===== src/rtl/exu_dp_pkg.sv =====
// Shared constants and ALU opcode encoding for the execute-unit datapath.
// Opcode values above ALU_OPCODE_AND are undefined and make the ALU return 0.
package exu_dp_pkg;
    localparam int RV_XLEN    = 32;
    localparam int RV_GPR_NUM = 32;
    localparam int RV_GPR_AW  = 5;
    localparam int ALU_OP_W   = 4;

    typedef enum logic [ALU_OP_W-1:0] {
        ALU_OPCODE_ADD  = 4'd0,
        ALU_OPCODE_SUB  = 4'd1,
        ALU_OPCODE_SLL  = 4'd2,
        ALU_OPCODE_SRL  = 4'd3,
        ALU_OPCODE_SRA  = 4'd4,
        ALU_OPCODE_SLT  = 4'd5,
        ALU_OPCODE_SLTU = 4'd6,
        ALU_OPCODE_XOR  = 4'd7,
        ALU_OPCODE_OR   = 4'd8,
        ALU_OPCODE_AND  = 4'd9
    } alu_op_t;
endpackage


===== src/rtl/exu_dp_if.sv =====
// Handler-to-datapath bundle: ALU operands/result, two GPR read ports, one write port.
// No handshake; gpr_wen is a single-cycle qualifier driven by the handler.
interface exu_dp_if;
    import exu_dp_pkg::*;

    logic [ALU_OP_W-1:0]  alu_opcode;
    logic [RV_XLEN-1:0]   alu_src1;
    logic [RV_XLEN-1:0]   alu_src2;
    logic [RV_XLEN-1:0]   alu_dst;
    logic [RV_GPR_AW-1:0] gpr_raddr1;
    logic [RV_GPR_AW-1:0] gpr_raddr2;
    logic [RV_XLEN-1:0]   gpr_rdata1;
    logic [RV_XLEN-1:0]   gpr_rdata2;
    logic [RV_GPR_AW-1:0] gpr_waddr;
    logic [RV_XLEN-1:0]   gpr_wdata;
    logic                 gpr_wen;

    modport slave (
        input  alu_opcode, alu_src1, alu_src2, gpr_raddr1, gpr_raddr2,
               gpr_waddr, gpr_wdata, gpr_wen,
        output alu_dst, gpr_rdata1, gpr_rdata2
    );
    modport master (
        output alu_opcode, alu_src1, alu_src2, gpr_raddr1, gpr_raddr2,
               gpr_waddr, gpr_wdata, gpr_wen,
        input  alu_dst, gpr_rdata1, gpr_rdata2
    );
endinterface


===== src/rtl/exu_gpr_file.sv =====
// GPR storage with two asynchronous read ports, hardwired-zero x0 and write-to-read forwarding.
// Writes land on the rising edge (visible from storage next cycle); never stalls.
module exu_gpr_file #(
    parameter int GPR_NUM = 32,
    parameter int XLEN    = 32,
    parameter int AW      = $clog2(GPR_NUM)
) (
    input  logic            clk,
    input  logic            rst_n,
    input  logic [AW-1:0]   raddr1,
    input  logic [AW-1:0]   raddr2,
    output logic [XLEN-1:0] rdata1,
    output logic [XLEN-1:0] rdata2,
    input  logic [AW-1:0]   waddr,
    input  logic [XLEN-1:0] wdata,
    input  logic            wen
);
    logic [XLEN-1:0] regs [GPR_NUM];
    logic            wr_live;

    // A write held during reset is discarded, so it must not be forwarded either.
    assign wr_live = wen && rst_n && (waddr != '0);

    always_ff @(posedge clk or negedge rst_n) begin
        if (!rst_n) begin
            for (int i = 0; i < GPR_NUM; i++) regs[i] <= '0;
        end else if (wr_live) begin
            regs[waddr] <= wdata;
        end
    end

    always_comb begin
        rdata1 = regs[raddr1];
        rdata2 = regs[raddr2];
        if (wr_live && waddr == raddr1) rdata1 = wdata;
        if (wr_live && waddr == raddr2) rdata2 = wdata;
        if (raddr1 == '0) rdata1 = '0;
        if (raddr2 == '0) rdata2 = '0;
    end
endmodule


===== src/rtl/exu_dp.sv =====
// Execute datapath: combinational ALU (0 cycles), GPR file and 64-bit writeback counter (+1 cycle).
// Slave of exu_dp_if with no backpressure; the ALU never reads the GPR ports, so alu_dst may feed gpr_wdata.
module exu_dp
    import exu_dp_pkg::*;
#(
    parameter int GPR_NUM = RV_GPR_NUM,
    parameter int XLEN    = RV_XLEN
) (
    input  logic        clk,
    input  logic        rst_n,
    exu_dp_if.slave     dp_ctrl,
    output logic [63:0] wb_cnt,
    input  logic        wb_cnt_clr
);
    localparam int SHW = $clog2(XLEN);

    logic [XLEN-1:0] src1;
    logic [XLEN-1:0] src2;
    logic [SHW-1:0]  shamt;
    logic [63:0]     wb_cnt_q;

    assign src1  = dp_ctrl.alu_src1;
    assign src2  = dp_ctrl.alu_src2;
    assign shamt = src2[SHW-1:0];

    always_comb begin
        dp_ctrl.alu_dst = '0;
        case (dp_ctrl.alu_opcode)
            ALU_OPCODE_ADD:  dp_ctrl.alu_dst = src1 + src2;
            ALU_OPCODE_SUB:  dp_ctrl.alu_dst = src1 - src2;
            ALU_OPCODE_SLL:  dp_ctrl.alu_dst = src1 << shamt;
            ALU_OPCODE_SRL:  dp_ctrl.alu_dst = src1 >> shamt;
            ALU_OPCODE_SRA:  dp_ctrl.alu_dst = $signed(src1) >>> shamt;
            ALU_OPCODE_SLT:  dp_ctrl.alu_dst = {{(XLEN-1){1'b0}}, $signed(src1) < $signed(src2)};
            ALU_OPCODE_SLTU: dp_ctrl.alu_dst = {{(XLEN-1){1'b0}}, src1 < src2};
            ALU_OPCODE_XOR:  dp_ctrl.alu_dst = src1 ^ src2;
            ALU_OPCODE_OR:   dp_ctrl.alu_dst = src1 | src2;
            ALU_OPCODE_AND:  dp_ctrl.alu_dst = src1 & src2;
            default:         dp_ctrl.alu_dst = '0;
        endcase
    end

    exu_gpr_file #(
        .GPR_NUM (GPR_NUM),
        .XLEN    (XLEN)
    ) u_gpr (
        .clk    (clk),
        .rst_n  (rst_n),
        .raddr1 (dp_ctrl.gpr_raddr1),
        .raddr2 (dp_ctrl.gpr_raddr2),
        .rdata1 (dp_ctrl.gpr_rdata1),
        .rdata2 (dp_ctrl.gpr_rdata2),
        .waddr  (dp_ctrl.gpr_waddr),
        .wdata  (dp_ctrl.gpr_wdata),
        .wen    (dp_ctrl.gpr_wen)
    );

    // Writes to x0 still count; clear takes priority over a same-cycle writeback.
    always_ff @(posedge clk or negedge rst_n) begin
        if (!rst_n) begin
            wb_cnt_q <= '0;
        end else if (wb_cnt_clr) begin
            wb_cnt_q <= '0;
        end else if (dp_ctrl.gpr_wen) begin
            wb_cnt_q <= wb_cnt_q + 64'd1;
        end
    end

    assign wb_cnt = wb_cnt_q;
endmodule

===== src/flat_wrapper.sv =====
// flat-port wrapper written by rule: the top's interface ports become plain ports
module exu_dp_flat import exu_dp_pkg::*;
#(
    parameter int GPR_NUM = RV_GPR_NUM,
    parameter int XLEN    = RV_XLEN
)
  (clk, rst_n, wb_cnt, wb_cnt_clr, dp_ctrl_alu_opcode, dp_ctrl_alu_src1, dp_ctrl_alu_src2, dp_ctrl_gpr_raddr1, dp_ctrl_gpr_raddr2, dp_ctrl_gpr_waddr, dp_ctrl_gpr_wdata, dp_ctrl_gpr_wen, dp_ctrl_alu_dst, dp_ctrl_gpr_rdata1, dp_ctrl_gpr_rdata2);
  exu_dp_if dp_ctrl_i ();
  input  logic clk;
  input  logic rst_n;
  output logic [63:0] wb_cnt;
  input  logic wb_cnt_clr;
  input wire logic [$bits(dp_ctrl_i.alu_opcode)-1:0] dp_ctrl_alu_opcode;
  input wire logic [$bits(dp_ctrl_i.alu_src1)-1:0] dp_ctrl_alu_src1;
  input wire logic [$bits(dp_ctrl_i.alu_src2)-1:0] dp_ctrl_alu_src2;
  input wire logic [$bits(dp_ctrl_i.gpr_raddr1)-1:0] dp_ctrl_gpr_raddr1;
  input wire logic [$bits(dp_ctrl_i.gpr_raddr2)-1:0] dp_ctrl_gpr_raddr2;
  input wire logic [$bits(dp_ctrl_i.gpr_waddr)-1:0] dp_ctrl_gpr_waddr;
  input wire logic [$bits(dp_ctrl_i.gpr_wdata)-1:0] dp_ctrl_gpr_wdata;
  input wire logic [$bits(dp_ctrl_i.gpr_wen)-1:0] dp_ctrl_gpr_wen;
  output wire logic [$bits(dp_ctrl_i.alu_dst)-1:0] dp_ctrl_alu_dst;
  output wire logic [$bits(dp_ctrl_i.gpr_rdata1)-1:0] dp_ctrl_gpr_rdata1;
  output wire logic [$bits(dp_ctrl_i.gpr_rdata2)-1:0] dp_ctrl_gpr_rdata2;
  assign dp_ctrl_i.alu_opcode = dp_ctrl_alu_opcode;
  assign dp_ctrl_i.alu_src1 = dp_ctrl_alu_src1;
  assign dp_ctrl_i.alu_src2 = dp_ctrl_alu_src2;
  assign dp_ctrl_i.gpr_raddr1 = dp_ctrl_gpr_raddr1;
  assign dp_ctrl_i.gpr_raddr2 = dp_ctrl_gpr_raddr2;
  assign dp_ctrl_i.gpr_waddr = dp_ctrl_gpr_waddr;
  assign dp_ctrl_i.gpr_wdata = dp_ctrl_gpr_wdata;
  assign dp_ctrl_i.gpr_wen = dp_ctrl_gpr_wen;
  assign dp_ctrl_alu_dst = dp_ctrl_i.alu_dst;
  assign dp_ctrl_gpr_rdata1 = dp_ctrl_i.gpr_rdata1;
  assign dp_ctrl_gpr_rdata2 = dp_ctrl_i.gpr_rdata2;
  exu_dp #(.GPR_NUM(GPR_NUM), .XLEN(XLEN)) u_core (.clk(clk), .rst_n(rst_n), .dp_ctrl(dp_ctrl_i), .wb_cnt(wb_cnt), .wb_cnt_clr(wb_cnt_clr));
endmodule

===== config.mk =====
export PLATFORM = sky130hd
export DESIGN_NAME = exu_dp_flat
export DESIGN_NICKNAME = d
export VERILOG_FILES = /design/src/rtl/exu_dp_pkg.sv /design/src/rtl/exu_dp_if.sv /design/src/rtl/exu_gpr_file.sv /design/src/rtl/exu_dp.sv /design/src/flat_wrapper.sv
export SDC_FILE = /design/constraint.sdc
export NUM_CORES = 2
export LEC_CHECK = 0
export CAP_MARGIN = 20
export CORE_MARGIN = 3
export CORE_UTILIZATION = 52
export DETAILED_ROUTE_END_ITERATION = 6
export GPL_TIMING_DRIVEN = 0
export PLACE_DENSITY = 0.7
export SLEW_MARGIN = 0
export SYNTH_ARGS = -nofsm -noshare
export SYNTH_HDL_FRONTEND = slang
export SYNTH_SLANG_ARGS = --single-unit

===== constraint.sdc =====
create_clock -name clk -period 5.61 [get_ports clk]
set_input_delay 0.561 -clock clk [delete_from_list [all_inputs] [get_ports clk]]
set_output_delay 0.561 -clock clk [all_outputs]
set_load 0.005 [all_outputs]

==> impl_metrics.toml <==
[outcome]
outcome = "finished with violations"
failed_checks = "setup timing"

[die]
core_um2 = 126000
die_x_um = 364
start_util_pct = 52.7
io_pins = 279
die-area_um2 = 132000
die_height_um = 364
num_rows = 130

[clocking]
cts_sinks = 1088
cts.clk_slew.worst_paths_ns = 0.06
cts_buffer_depth = 3
numCtsBuffers = 109
h-tree-depth = 3
cts_tree = "yes"
root_buffer = "clkbuf_16"
clk_latency_ns = 0.73

[synth]
synthFlopType = "dfrtp_1"
ys_seq_area_share_pct = 40.9
async_flop_share_pct = 100
synth_cells = 5007
synth_commonest_cells = "1088 x dfrtp_1, 1012 x mux2_2, 641 x mux4_2"
synth_top_area_cell = "dfrtp_1"
synth_most_common_cell = "dfrtp_1"
syn_area_per_cell_um2 = 13.3
synth.distinct_cells = 98
synth_seq_cells = 1088
synth_edf_count = 0
yosysWarnings = 0
syn_nets = 5226
synth_area_leaders = "dfrtp_1 41%, mux4_2 22%, mux2_2 17%"
synth_area_um2 = 66600
synth_top_area_share_pct = 40.9

[placed_design]
placed_area_um2 = 72300
gp_congestion = 1.02
portBuffers = 265
pre_cts_ws_ns = -1.41
hpwlAfterDp_um = 197000

[job]
drv_cap = 0

[sta]
fmax_ghz = 0.170
finalMaxSlewViolations = 0
finalSetupViolCount = 9
setup_ws_ns = -0.259
finalCritPeriodShare_pct = 105
rsz0062_at_grt = "false"
min_period_ns = 5.87
slew_headroom_pct = 11.2
hold_violations = 0
worst_pin_slew_ns = 1.32
finClkSkew_ns = 0.0219

[final_layout]
final_area_um2 = 77000
layout.nets = 5700
fin_util_pct = 60.9
syn_to_final_growth_pct = 15.6
fill_cells = 9874
drive_gt1_share_pct = 38.6

[global_route]
antenna_found_initial = 10
grtUsageTotal_pct = 41.3
grt_max_degree = 183
grt_pass1_vias = 51336
grt-ovfl-total = 0
grt_pass1_wl_um = 384000

[setup_path]
path_class = "primary input to output pin"
worst-r2r-cell-count = 10
start_kind = "primary input"
r2r-start = "u_core.wb_cnt[5]$_DFFE_PN0P_"
ff2ff_setup_slack_ns = 2.91
cp_max_fo = 10
r2r_end = "u_core.wb_cnt[63]$_DFFE_PN0P_"
cp-end-kind = "output pin"
required_ns = 5.05
arrival_ns = 5.31

[worst_hold_path]
holdPathStages = 3
hold-path-endpoint = "u_core.wb_cnt[0]$_DFFE_PN0P_"
hp-start = "dp_ctrl_gpr_wen"
min_path_type = "primary input to flop"

[detailed_routing]
drt-initial-drc-count = 7794
routed_wl_um = 276000
firstDrtPassIters = 7
ant_nets = 0
vias_per_cell = 7.27
vias = 52602
routedWlPerCell_um = 38.1
drc = 0

[pwr]
p_per_area_nw_per_um2 = 296
total_leakage_power_nw = 33.4
irDropWorstVdd_v = 0.000290
timing repair:
item,in CTS,in global routing
pin swaps,5,8
hold endpoints to repair,91,0
buffers inserted,4,10
hold buffers,14,0
gates resized for setup,47,26
setup endpoints to repair,35,35
cell usage in the layout (no fill, tap or decap), drive strengths merged, types with 12 or more instances in the layout:
| master | instances |
|---|---|
| or3 | 22 |
| inv | 103 |
| a211oi | 130 |
| a31oi | 14 |
| buf | 259 |
| nand2b | 13 |
| xor2 | 43 |
| nor3 | 37 |
| a21o | 15 |
| nand4 | 20 |
| a21oi | 150 |
| dfrtp | 1088 |
| nor2b | 43 |
| o221ai | 12 |
| a221oi | 19 |
| ha | 98 |
| nor2 | 285 |
| clkdlybuf4s50 | 257 |
| bufinv | 13 |
| nand3 | 63 |
| nand2 | 152 |
| mux2i | 146 |
| a22oi | 12 |
| clkbuf | 511 |
| clkinv | 23 |
| o31ai | 12 |
| o211ai | 22 |
| o21ai | 112 |
| mux4 | 641 |
| xnor2 | 23 |
| mux2 | 1012 |
| o22ai | 17 |
| and3 | 21 |
registers in the layout (all words and copies together) (netlist names):
name	cells
u_core.u_gpr.regs	1024
u_core.wb_cnt	64
final cells by class:
| class | count | area, um^2 | share of cell area (%) |
|---|---|---|---|
| clock buffers | 163 | 3290 | 4.27 |
| well taps | 1650 | 2060 | 2.68 |
| inverters | 103 | 404 | 0.525 |
| repair buffers | 367 | 4180 | 5.43 |
| multi-input cells | 3295 | 36900 | 48.0 |
| diodes | 11 | 27.5 | 0.0358 |
| clock inverters | 43 | 582 | 0.756 |
| flip-flops and latches | 1088 | 27200 | 35.4 |
| plain buffers | 517 | 2260 | 2.94 |
critical path, stage by stage:
cell and delay, ns:
clkbuf_1 0.73, clkbuf_2 0.78, clkbuf_1 0.75, nor2_1 0.51
clkbuf_1 0.55, a211oi_2 0.75, clkdlybuf4s50_1 0.64
per-stage QoR:
stage | hold slack (ns) | total power, mW | TNS (ns) | instances
after CTS | 0.325 | 22.5 | 0 | 7204
after floorplan | 0.265 | 12.5 | 0 | 5007
after detailed placement | 0.464 | 14.6 | -25.61 | 6983
after global placement | 0.452 | 14.4 | - | 6922
after global routing | 0.368 | 23.3 | 0 | 7227
final | 0.366 | 22.7 | -0.881 | 7237
how the worst max path moves through the flow:
stage	startpoint	endpoint	slack (ns)
2_1_floorplan	dp_ctrl_alu_src2[2]	dp_ctrl_alu_dst[31]	1.31
3_3_place_gp	rst_n	u_core.u_gpr.regs[777]$_DFFE_PN0P_	-45.49
3_5_place_dp	dp_ctrl_alu_src2[3]	dp_ctrl_alu_dst[27]	-1.41
4_1_cts	dp_ctrl_gpr_raddr2[2]	dp_ctrl_gpr_rdata2[13]	0.001
5_1_grt	dp_ctrl_alu_src1[13]	dp_ctrl_alu_dst[21]	0.005
6_report	dp_ctrl_gpr_raddr2[4]	dp_ctrl_gpr_rdata2[13]	-0.26
routing by layer:
metal / track usage (%) / vias up / part of all wire, %
met5: 0 / - / 0.12
met2: 57.4 / 4097 / 41
met1: 54.2 / 27397 / 37
li1: - / 20090 / -
met3: 17.7 / 1003 / 14
met4: 23.8 / 15 / 7.1
kinds of logic after synthesis:
kind of cell	after synthesis	synth area share, %
buf+inv	624	3.89
flops	1088	40.9
simple gates	711	5.05
fa+ha+maj	100	1.90
xor+xnor	66	0.868
mux	1799	41.0
compound gates	619	6.38
where the power goes:
| group | switching [mW] | internal (mW) |
|---|---|---|
| sequential | 0.729 | 8.80 |
| combinational | 2.57 | 2.63 |
| clock | 3.37 | 4.65 |
No activity file was read; power rests on OpenSTA's default activity.
